`src/rtl/fetch_queue.sv`:
```
// Instruction fetch front end: pipelined imem word requests feed an in-order (instr, pc) prefetch FIFO.
// Latency: imem_rvalid -> out_valid one cycle. Backpressure: issue stops once FIFO + in-flight reaches DEPTH.

module fetch_queue_fifo #(
  parameter int DW    = 64,
  parameter int DEPTH = 4
) (
  input  logic                   clk,
  input  logic                   rst,
  input  logic                   flush,
  input  logic                   wr_vld,
  input  logic [DW-1:0]          wr_dat,
  output logic                   rd_vld,
  input  logic                   rd_rdy,
  output logic [DW-1:0]          rd_dat,
  output logic [$clog2(DEPTH):0] count
);
  localparam int AW = $clog2(DEPTH);
  localparam int CW = AW + 1;

  logic [DW-1:0] mem [DEPTH];
  logic [AW-1:0] wr_ptr, rd_ptr;
  logic          do_wr, do_rd;

  // Flush wins over any same-cycle write or read.
  assign do_wr  = wr_vld && !flush;
  assign do_rd  = rd_vld && rd_rdy && !flush;
  assign rd_vld = (count != '0);
  assign rd_dat = mem[rd_ptr];

  always_ff @(posedge clk or posedge rst) begin
    if (rst) begin
      for (int i = 0; i < DEPTH; i++) mem[i] <= '0;
    end else if (do_wr) begin
      mem[wr_ptr] <= wr_dat;
    end
  end

  always_ff @(posedge clk or posedge rst) begin
    if (rst) begin
      wr_ptr <= '0;
      rd_ptr <= '0;
      count  <= '0;
    end else if (flush) begin
      wr_ptr <= '0;
      rd_ptr <= '0;
      count  <= '0;
    end else begin
      if (do_wr) wr_ptr <= wr_ptr + AW'(1);
      if (do_rd) rd_ptr <= rd_ptr + AW'(1);
      if (do_wr && !do_rd)      count <= count + CW'(1);
      else if (!do_wr && do_rd) count <= count - CW'(1);
    end
  end
endmodule

module fetch_queue #(
  parameter int              XLEN     = 32,
  parameter int              DEPTH    = 4,
  parameter int              MAX_OUT  = 2,
  parameter logic [XLEN-1:0] RESET_PC = '0
) (
  input  logic                   clk,
  input  logic                   reset,
  output logic                   imem_req,
  output logic [XLEN-1:0]        imem_addr,
  input  logic                   imem_gnt,
  input  logic                   imem_rvalid,
  input  logic [31:0]            imem_rdata,
  output logic                   out_valid,
  output logic [31:0]            out_instr,
  output logic [XLEN-1:0]        out_pc,
  input  logic                   out_ready,
  input  logic                   redirect,
  input  logic [XLEN-1:0]        redirect_pc,
  output logic [$clog2(DEPTH):0] count
);
  localparam int OW = $clog2(MAX_OUT + 1);
  localparam int SW = $clog2(DEPTH) + 2;

  logic [XLEN-1:0]    fetch_pc, rsp_pc, target_pc;
  logic [OW-1:0]      outstanding, discard;
  logic [SW-1:0]      occupancy;
  logic               grant, push;
  logic [32+XLEN-1:0] head;

  assign target_pc = redirect_pc & ~XLEN'(3);
  assign occupancy = SW'(count) + SW'(outstanding);
  assign imem_req  = !reset && !redirect && (occupancy < SW'(DEPTH)) && (outstanding < OW'(MAX_OUT));
  assign imem_addr = fetch_pc;
  assign grant     = imem_req && imem_gnt;
  assign push      = imem_rvalid && (discard == '0) && !redirect;

  always_ff @(posedge clk or posedge reset) begin
    if (reset) begin
      outstanding <= '0;
      discard     <= '0;
    end else begin
      if (grant && !imem_rvalid)      outstanding <= outstanding + OW'(1);
      else if (!grant && imem_rvalid) outstanding <= outstanding - OW'(1);
      // outstanding already counts words still owed to discard, so after a
      // redirect every word in flight beyond this cycle's response is stale.
      if (redirect)                           discard <= outstanding - OW'(imem_rvalid);
      else if (imem_rvalid && discard != '0)  discard <= discard - OW'(1);
    end
  end

  always_ff @(posedge clk or posedge reset) begin
    if (reset) begin
      fetch_pc <= RESET_PC;
      rsp_pc   <= RESET_PC;
    end else if (redirect) begin
      fetch_pc <= target_pc;
      rsp_pc   <= target_pc;
    end else begin
      if (grant) fetch_pc <= fetch_pc + XLEN'(4);
      if (push)  rsp_pc   <= rsp_pc + XLEN'(4);
    end
  end

  fetch_queue_fifo #(
    .DW    (32 + XLEN),
    .DEPTH (DEPTH)
  ) u_fifo (
    .clk    (clk),
    .rst    (reset),
    .flush  (redirect),
    .wr_vld (push),
    .wr_dat ({imem_rdata, rsp_pc}),
    .rd_vld (out_valid),
    .rd_rdy (out_ready),
    .rd_dat (head),
    .count  (count)
  );

  assign out_instr = head[XLEN +: 32];
  assign out_pc    = head[XLEN-1:0];
endmodule
```
`config.mk`:
```
export PLATFORM = sky130hd
export DESIGN_NAME = fetch_queue
export DESIGN_NICKNAME = d
export VERILOG_FILES = /design/src/rtl/fetch_queue.sv
export SDC_FILE = /design/constraint.sdc
export NUM_CORES = 1
export LEC_CHECK = 0
export ABC_AREA = 1
export BUFFER_PORTS_ARGS = -buffer_cell sky130_fd_sc_hd__clkbuf_2
export CORE_MARGIN = 1
export CORE_UTILIZATION = 49
export CTS_BUF_LIST = sky130_fd_sc_hd__clkbuf_8
export CTS_CLUSTER_SIZE = 10
export DETAILED_ROUTE_END_ITERATION = 10
export HOLD_SLACK_MARGIN = 0.12
export PLACE_DENSITY = 0.68
export RECOVER_POWER = 50
export SLEW_MARGIN = 10
export SYNTH_ARGS = -nofsm -noshare
export SYNTH_HDL_FRONTEND = slang
export SYNTH_SLANG_ARGS = --single-unit
```
`constraint.sdc`:
```
create_clock -name clk -period 21.1 [get_ports clk]
set_clock_uncertainty 0.1 [all_clocks]
set_input_delay 4.22 -clock clk [delete_from_list [all_inputs] [get_ports clk]]
set_output_delay 4.22 -clock clk [all_outputs]
set_load 0.005 [all_outputs]
```
==> impl_metrics.json <==
{
  "outcome": "finished with violations",
  "failed_checks": "max-capacitance violations, max-slew violations",
  "drc_errors": 0,
  "syn_to_final_growth_pct": 11.3,
  "whs_ps": 376,
  "antenna_found_initial": 0,
  "cts.path.max_buffers": 3,
  "cts-root-buf": "clkbuf_8",
  "port_buffers": 164,
  "stdcell_area_um2": 17300,
  "drv_slew": 428,
  "path_cells": "clkbuf_2 -> clkinvlp_2 -> nand3_1 -> nor2_2 -> clkbuf_2",
  "cts_tree": "yes",
  "power_leakage_nw": 8.46,
  "first_global_vias": 12800,
  "synth_area_leaders": "dfrtp_1 51%, o21ai_0 13%, nand2_1 12%",
  "intPower_mw": 1.26,
  "crit_slowest_cell": "clkinvlp_2",
  "antenna_left": 0,
  "reg2reg_from": "discard[0]",
  "wirelength_um": 40700,
  "fin_crit_sh": 0.657,
  "h-tree-depth": 2,
  "syn_avg_cell_area_um2": 7.99,
  "routabilityCongestion": 0.907,
  "ys_ff_latch": 319,
  "p_sw_frac": 0.354,
  "path_clk_slew_ps": 50,
  "numCtsBuffers": 54,
  "ys_seq_area_frac": 0.514,
  "die_w_um": 180,
  "fin_setup_tns_ps": 0,
  "synth_top_area_cell": "dfrtp_1",
  "period_needed_ps": 13870,
  "ctsResizeCount": 0,
  "synth_warnings": 0,
  "hp-start": "u_fifo.mem[113]",
  "tightest_slew_ps": 5030,
  "hold_buffers": 0,
  "rsz0062_at_grt": "no",
  "yosysUniqueCellTypes": 36,
  "vias": 13600,
  "rows": 64,
  "maxSlewHeadroom": -2.37,
  "fp.dieH_um": 180,
  "grt_first_pass_wirelength_um": 66500,
  "diodes": 0,
  "power_density_nw_per_um2": 113,
  "crit_family": "buffers and inverters",
  "ff2ff_path_depth": 9,
  "p_sw_mw": 0.691,
  "maxCapViolCount": 6,
  "clk_latency_ps": 590,
  "comb_power_share": 0.286,
  "netlist.area_leader.share": 0.514,
  "final_nets": 2151,
  "grt_overflow": 0,
  "wire_per_inst_um": 16.3,
  "synth_area_um2": 15500,
  "dp_hpwl_um": 25300,
  "timing.critical_path.from": "reset",
  "setup_viol": 0,
  "cts_setup_buffers": 0,
  "hold_violations": 0,
  "layout_common_cells": "508 x nand2_1, 397 x o21ai_0, 317 x dfrtp_1",
  "post_drt_via_cell_ratio": 5.45,
  "grt_usage": 0.252,
  "cp.depth": 5,
  "r2r_end": "u_fifo.mem[23]",
  "criticalPathCategory": "in2out",
  "reg2reg_slack_ps": 16480,
  "max_freq_mhz": 72.1,
  "drtPass1Iterations": 7,
  "endpoint": "imem_req",
  "coreArea_um2": 30900,
  "pin_count": 171,
  "critPathBufInv": 3,
  "cp_data_arrival_time_ps": 9550,
  "vdd_drop_max_mv": 0.0555,
  "cp_common_cell": "clkbuf_2",
  "drive_above_1_share": 0.125,
  "cp.required_ps": 16780,
  "min_path_type": "reg2reg",
  "initial_core_util": 0.503,
  "grt_max_degree": 115,
  "placed_cell_area_um2": 16400,
  "cp-start-kind": "input pin",
  "final_common_cell": "nand2_1",
  "drtIter0Drc": 1059,
  "endpoint_kind": "output pin",
  "netlist_instances": 1946,
  "clkPwrFrac": 0.264,
  "power_frac_seq": 0.450,
  "dieArea_um2": 32400,
  "crit_path_max_fanout": 114,
  "max_stage_delay_ps": 3670,
  "cts.sinks": 319
}
==> how the worst min path moves through the flow <==
stage	depth (start not counted)	to	slack (ps)
after floorplan	2	u_fifo.mem[100]	350
after global placement	2	u_fifo.mem[181]	360
after detailed placement	2	u_fifo.mem[151]	370
after CTS	2	u_fifo.mem[151]	380
after global routing	2	u_fifo.mem[151]	390
final	2	u_fifo.mem[113]	380
==> synth_stat cells <==
cell type	count
a21oi_1	8
a22oi_1	2
a31oi_1	3
buf_1	1
buf_2	30
buf_4	6
buf_6	17
clkbuf_1	57
clkinv_1	2
conb_1	1
dfrtp_1	319
fa_1	1
ha_1	10
inv_1	139
inv_2	5
nand2_1	505
nand2_2	7
nand2_4	3
nand3_1	65
nand3_2	3
nand4_1	14
nor2_1	197
nor2_2	10
nor2_4	6
nor3_1	9
nor3_2	2
nor3b_1	1
o211ai_1	11
o21ai_0	393
o21ai_1	27
o21bai_1	4
o221ai_1	2
o22ai_1	62
or2_2	1
xnor2_1	4
xor2_1	19
==> power by group through the flow <==
stage	Combinational [mW]	Sequential, mW	Clock [mW]
floorplan	0.382	0.856	0
global placement	0.552	0.880	0
detailed placement	0.565	0.884	0
CTS	0.568	0.876	0.528
global route	0.639	0.899	0.555
finish	0.559	0.879	0.516
==> per-stage QoR <==
step | setup WS [ps] | util | total power, mW | std cells
5_1_grt | 6060 | 0.560 | 2.09 | 2497
3_3_place_gp | 10950 | 0.530 | 1.43 | 2410
6_report | 7230 | 0.560 | 1.95 | 2497
4_1_cts | 10920 | 0.562 | 1.97 | 2497
3_5_place_dp | 10920 | 0.530 | 1.45 | 2410
2_1_floorplan | 5140 | - | 1.24 | 1949
==> tightest hold or removal path, cell delays in order (launching register included) <==
cell and delay, ps:
dfrtp_1 330, nand2_1 50, o21ai_0 60
==> logic make-up after synthesis <==
family	after synthesis	synth area share
simple gates	823	0.216
compound gates	512	0.173
flops	319	0.514
other cells	1	0.000241
xor+xnor	23	0.0130
buf+inv	257	0.0741
fa+ha+maj	11	0.00934
==> registers in the layout, summed over array words and instances, names as in the netlist <==
register and flops:
discard 2, imem_addr 30, outstanding 2, rsp_pc 30
u_fifo.count 3, u_fifo.mem 248, u_fifo.rd_ptr 2, u_fifo.wr_ptr 2
==> per-layer routing <==
layer / track usage / routed length [µm] / vias to the layer above
met5: 0 / 0 / -
met4: 0.0738 / 909 / 0
met3: 0.0346 / 2490 / 69
met2: 0.407 / 18900 / 486
met1: 0.355 / 18500 / 6441
li1: - / - / 6611
==> final cells by class <==
type | count | area (µm²)
sequential | 319 | 7990
inverter | 146 | 551
timing repair buffer | 176 | 881
clock buffer | 61 | 840
tap | 396 | 495
multi-input combinational | 1373 | 6410
fill | 2948 | 13600
clock inverter | 26 | 141
No activity file was read; power rests on OpenSTA's default activity.
